File: config.mk
export PLATFORM = sky130hd
export DESIGN_NAME = reconfig_chk_satcnt
export DESIGN_NICKNAME = d
export VERILOG_FILES = /design/src/rtl/reconfig_chk_satcnt.sv
export SDC_FILE = /design/constraint.sdc
export NUM_CORES = 1
export LEC_CHECK = 0
export ABC_AREA = 1
export BUFFER_PORTS_ARGS = -buffer_cell sky130_fd_sc_hd__buf_4
export CAP_MARGIN = 20
export CORE_ASPECT_RATIO = 1.1
export CORE_MARGIN = 2
export CORE_UTILIZATION = 50
export CTS_BUF_LIST = sky130_fd_sc_hd__clkbuf_8
export DETAILED_ROUTE_END_ITERATION = 10
export GPL_ROUTABILITY_DRIVEN = 0
export PLACE_DENSITY = 0.77
export SYNTH_ARGS = -nofsm -noshare
export SYNTH_HDL_FRONTEND = slang
export SYNTH_SLANG_ARGS = --single-unit
export TNS_END_PERCENT = 50
File: constraint.sdc
create_clock -name clk -period 1.4 [get_ports clk]
set_clock_uncertainty 0.15 [all_clocks]
set_input_delay 0.07 -clock clk [delete_from_list [all_inputs] [get_ports clk]]
set_output_delay 0.07 -clock clk [all_outputs]
set_load 0.02 [all_outputs]
File: src/rtl/reconfig_chk_satcnt.sv
// Saturating up-counter with synchronous clear; parks at all-ones instead of wrapping.
module reconfig_chk_satcnt #(
  parameter int W = 16
) (
  input  logic         clk,
  input  logic         rst,
  input  logic         inc,
  input  logic         clr,
  output logic [W-1:0] q
);
  always_ff @(posedge clk) begin
    if (rst)                 q <= '0;
    else if (clr)            q <= '0;
    else if (inc && ~&q)     q <= q + W'(1);
  end
endmodule

==> results.md, run 1 <==
- Post-CTS Hold Fix Bufs: 0
- Achievable Freq: 680 MHz
- Post-synth EDFFs: 0
- Setup violators final: 15
- Residual DRC: 0
- #FFs+latches synth: 16
- Cell variety after synth: 17
- Final Slew Violations: 0
- Antenna Cells: 0
- Post-synthesis compound-gate area fraction: 0.0876
- Outcome: complete, but fails checks
- Syn Inst Count: 152
- H-tree level count: 1
- Initial DRC count: 34
- First-pass GRT wire length: 3.98 mm
- Starting Density: 0.519
- Via count: 1098
- Biggest register: q
- Dpl cell area: 1170 um2
- Area share of and/or/nand/nor cells after synthesis: 0.484
- Prevailing post-synth register cell: dfxtp_1
- Clock Tree Buf Depth: 2
- Total gr overflow: 0
- CP Capture Type: register
- Layout Nets: 191
- Fin area: between 1000 and 1500 um2
- Post-Synth XOR/XNOR Area: 0
- Mux cell area share after synthesis: 0
- Power per Cell Area: 662 nW/um2
- Largest area contributor in the netlist: dfxtp_1
- Die width: 44.8 um
- Critical path class: register to register
- I/O Pins: 20
- CTS Buf Count: 3
- Syn_area_per_cell: 6.02 um2
- Maximum fanout along the worst path: 12
- Root Driver: clkbuf_8
- Period utilization: 1.05
- Vias in the first global route: ~950
- Top post-synthesis cells by count: nor2_1 (42), nand2_1 (40), dfxtp_1 (16), a21oi_1 (12), nand3_1 (12)
- Fin worst setup slack: -70.5 ps
- Share of flip-flops with an asynchronous set or reset: 0
- Worst min path class: input port to register
- Normalized max-slew margin: 0.860
- Synth Warn #: 0
- Area growth syn-to-layout: 53.9%
- WL/cell: 13.3 um
- Fin. Hold Viols: 0
- RSZ-0062 raised after global routing: true
- Tmin final: 1470 ps
- Worst-path clk slew: ~70 ps
- Final WL: around 2.7 mm
- Top-count cell post-synth: nor2_1
- Fillers: 121
- Synthesized cell area: 915 um2
- Synthesized-area fraction occupied by adder cells: 0.0137
- Later-pin clock latency in the skew report: roughly 260 ps
- R2R setup slack: -70 ps
- Max-cap violations: 0
- Count of buffers from port buffering: 19
- Area share of the largest cell type after synthesis: 0.350
- Pleak: around 0.52 nW
- Seq/Total Area, Yosys: 0.350
- 1st-pass router iterations: 4
- Remaining antenna violation count: 0
- Max VDD drop: 0.000534 V
- Share of post-route cells with drive strength above 1: 0.503
- Critical path arrival: 1480 ps
- Synth Net Count: 157
- CTS tree: yes
- Startpoint Class: register
- Die area: 2190 um2
- Rows: 16
- HPWL after detailed placement: around 1.7 mm
- Pre-CTS setup slack: -25.7 ps
- Pin count of the biggest net entering global routing: 16
- Via/cell ratio: between 5 and 6
- Total Routing Usage GR: 0.240
- Tightest Pin Transition: 208 ps
- Failing checks: setup timing
- Fin util: 0.799
- Top cells by area, synth: dfxtp_1 (35%), nor2_1 (17%), nand2_1 (16%)
- Main combinational cell family by area after synthesis: simple AND/OR/NAND/NOR gates
- Initial antenna violation count: 0
- Biggest regs: q x16
- Die Ht: approximately 50 um
- Clock sink count: 16
- Core area: 1760 um2
- Largest register FFs: 16
- Req. time, crit path: roughly 1400 ps
## through the flow
| step | hold slack, ps | total power, mW | TNS [ps] | std cells |
|---|---|---|---|---|
| after global routing | 62.8 | 0.949 | -2450 | 203 |
| final | 26.8 | 0.932 | -780 | 203 |
| after CTS | 37.9 | 0.932 | -54.1 | 201 |
| after detailed placement | 305 | 0.520 | -100 | 196 |
| after global placement | 297 | 0.518 | -0.550 | 196 |
| after floorplan | 105 | 0.496 | 0 | 152 |
## power by group
| part | internal [mW] | leakage, nW | switching, mW |
|---|---|---|---|
| clock | 0.251 | 0.0288 | 0.177 |
| combinational | 0.0240 | 0.353 | 0.0320 |
| sequential | 0.446 | 0.139 | 0.00274 |
## critical path: stages (launching register included)
cell	delay (ps)
dfxtp_4	380
nand2_2	100
nor2_2	160
nand4_1	190
buf_6	200
a21oi_1	120
nor2_1	60
## logic make-up (layout without fill, tap and decap cells)
group,Yosys count,count (layout)
and+or+nand+nor,105,105
adders and majority gates,1,1
DFF,16,16
buffers and inverters,14,47
AOI/OAI and AO/OA,16,16
## cells in the final DEF, fill, tap and decap left out, types with 3 or more instances in the layout
cell type  count
nor2_4         7
nand4_1        4
inv_1          8
nand2_2       11
o21ai_0        3
dfxtp_2        8
nor2_1        28
clkbuf_8       4
buf_4         30
nand3_1       11
a21oi_1        6
dfxtp_4        7
nor2_2        10
nand2_1       29
a21oi_2        6
## cell type report
class	count	area [um2]	area share
multi-input cells	122	682	0.484
flip-flops and latches	16	357	0.253
repair buffers	32	248	0.176
clock buffers	4	55.1	0.0391
inverters	11	43.8	0.0311
well taps	18	22.5	0.0160
## per-layer routing
layer | up-vias | wire (um) | global-route usage
met1 | 494 | 1090 | 0.319
met5 | - | 0 | 0
met4 | 0 | 110 | 0.0882
li1 | 550 | - | -
met3 | 14 | 142 | 0.0333
met2 | 40 | 1370 | 0.389
## final timing paths
path,from,end,depth (start not counted)
worst min register to register,q[14]$_SDFFE_PP0P_,q[14]$_SDFFE_PP0P_,2
worst max-delay path,q[7]$_SDFFE_PP0P_,q[4]$_SDFFE_PP0P_,6
worst max register to register,q[7]$_SDFFE_PP0P_,q[4]$_SDFFE_PP0P_,6
worst min-delay path,inc,q[11]$_SDFFE_PP0P_,4
## timing repair
item	4_1_cts	5_1_grt
endpoints found under the setup margin	13	16
pin swaps	3	16
setup buffers	1	2
gates resized for setup	12	41
Note: power is estimated with default switching activity, not from simulation.
==> run 2, diff against run 1 <==
--- a/config.mk
+++ b/config.mk
@@ -10,11 +10,10 @@
 export CAP_MARGIN = 20
 export CORE_ASPECT_RATIO = 1.1
 export CORE_MARGIN = 2
-export CORE_UTILIZATION = 50
+export CORE_UTILIZATION = 40
 export CTS_BUF_LIST = sky130_fd_sc_hd__clkbuf_8
 export DETAILED_ROUTE_END_ITERATION = 10
 export GPL_ROUTABILITY_DRIVEN = 0
-export PLACE_DENSITY = 0.77
 export SYNTH_ARGS = -nofsm -noshare
 export SYNTH_HDL_FRONTEND = slang
 export SYNTH_SLANG_ARGS = --single-unit
==> results.md, run 2 (synthesized netlist as in run 1, its figures left out) <==
- Maximum fanout along the worst path: 10
- Period utilization: 1.05
- Clock Tree Buf Depth: 2
- Via count: roughly 1100
- Largest register FFs: 16
- Power per Cell Area: about 700 nW/um2
- Tightest Pin Transition: about 210 ps
- R2r endpoint: q[15]$_SDFFE_PP0P_
- Fin. Hold Viols: 0
- Die Ht: about 54 um
- Biggest register: q
- I/O Pins: 20
- Rows: 18
- Total gr overflow: 0
- Via/cell ratio: ~5.0
- HPWL after detailed placement: 1.70 mm
- CP Capture Type: register
- Initial antenna violation count: 0
- Antenna Cells: 0
- Final Slew Violations: 0
- Setup violators final: 14
- Die width: 49.6 um
- Clock sink count: 16
- Most frequent cells in the layout: nand2_1 (35), nor2_1 (35), buf_4 (28)
- First-pass GRT wire length: a little under 4 mm
- Area growth syn-to-layout: 45.7%
- Max VDD drop: 0.000549 V
- Multi-input logic area: a little over 600 um2
- Biggest regs: q x16
- RSZ-0062 raised after global routing: true
- Worst-path clk slew: 70 ps
- 1st-pass router iterations: 4
- Tmin final: 1480 ps
- Failing checks: setup timing
- Count of buffers from port buffering: 19
- End point of the worst hold path: q[11]$_SDFFE_PP0P_
- Pleak: 0.502 nW
- CTS tree: yes
- Achievable Freq: 677 MHz
- Pin count of the biggest net entering global routing: 16
- Later-pin clock latency in the skew report: 260 ps
- Hold path cells: 4
- Share of post-route cells with drive strength above 1: 0.404
- Residual DRC: 0
- Post-CTS Hold Fix Bufs: 0
- Worst reg2reg path depth: 7
- Core area: about 2200 um2
- Die area: between 2000 and 3000 um2
- Critical path class: register to register
- Starting Density: 0.414
- Vias in the first global route: 915
- Hold_ws: ~15 ps
- Fin worst setup slack: -76.3 ps
- Tot Pwr: 934 uW
- Reg2reg start: q[1]$_SDFFE_PP0P_
- Final WL: 2.51 mm
- Normalized max-slew margin: 0.862
- Fillers: 240
- Max-cap violations: 0
- Root Driver: clkbuf_8
- Remaining antenna violation count: 0
- CTS Buf Count: 3
- Total Routing Usage GR: 0.191
- CP startpoint: q[1]$_SDFFE_PP0P_
- HP Start: inc
- Critical path arrival: 1480 ps
- Outcome: complete, but fails checks
- Initial DRC count: 22
- Startpoint Class: register
- H-tree level count: 1
- Worst min path class: input port to register
- R2R setup slack: -80 ps
- WL/cell: about 12 um
- Layout Nets: 189
- Req. time, crit path: roughly 1400 ps
- Register Area: 349 um2
## run 2: worst max-delay path, stage by stage, from the launching register on
cell     delay (ps)
dfxtp_4         370
ha_4            130
inv_1            40
nor2_2          110
nand4_1         160
buf_6           200
a21oi_1         150
nor2_1           60
## run 2: per-layer routing
metal,track usage,vias to the layer above,share of wire
li1,-,550,-
met1,0.240,492,0.44
met2,0.322,29,0.50
met3,0.0278,4,0.042
met4,0.0972,0,0.017
met5,0,-,0
## run 2: worst max path at each step
stage	to	slack, ps	cells past startpoint
after floorplan	q[13]$_SDFFE_PP0P_	6	7
after global placement	q[8]$_SDFFE_PP0P_	-20	10
after detailed placement	q[15]$_SDFFE_PP0P_	-40	7
after CTS	q[4]$_SDFFE_PP0P_	-50	7
after global routing	q[15]$_SDFFE_PP0P_	-150	7
final	q[15]$_SDFFE_PP0P_	-80	7
## run 2: power by group
part / switching (mW) / internal (mW)
clock: 0.176 / 0.250
combinational: 0.0297 / 0.0234
sequential: 0.00306 / 0.452
## run 2: through the flow
stage	setup WS, ps	instance area, um2	setup TNS, ps	std cells	util
6_report	-76.3	1330	-447	213	0.604
4_1_cts	-49.3	1260	-460	212	0.571
3_5_place_dp	-35.6	1190	-175	208	0.538
3_3_place_gp	-24.8	1190	-26.5	208	0.538
5_1_grt	-145	1330	-1650	213	0.604
2_1_floorplan	5.79	956	0	152	-
## run 2: timing repair
item                       4_1_cts  5_1_grt
pin swaps                        0        3
setup buffers                    0        1
setup endpoints to repair       13       16
resized for setup                6       22
gates cloned                     0        0
## run 2: area by class of cell
| type | count | share of cell area |
|---|---|---|
| Clock buffer | 4 | 0.0413 |
| Inverter | 11 | 0.0310 |
| Multi-Input combinational cell | 122 | 0.463 |
| Sequential cell | 16 | 0.262 |
| Tap cell | 30 | 0.0282 |
| Timing Repair Buffer | 30 | 0.175 |
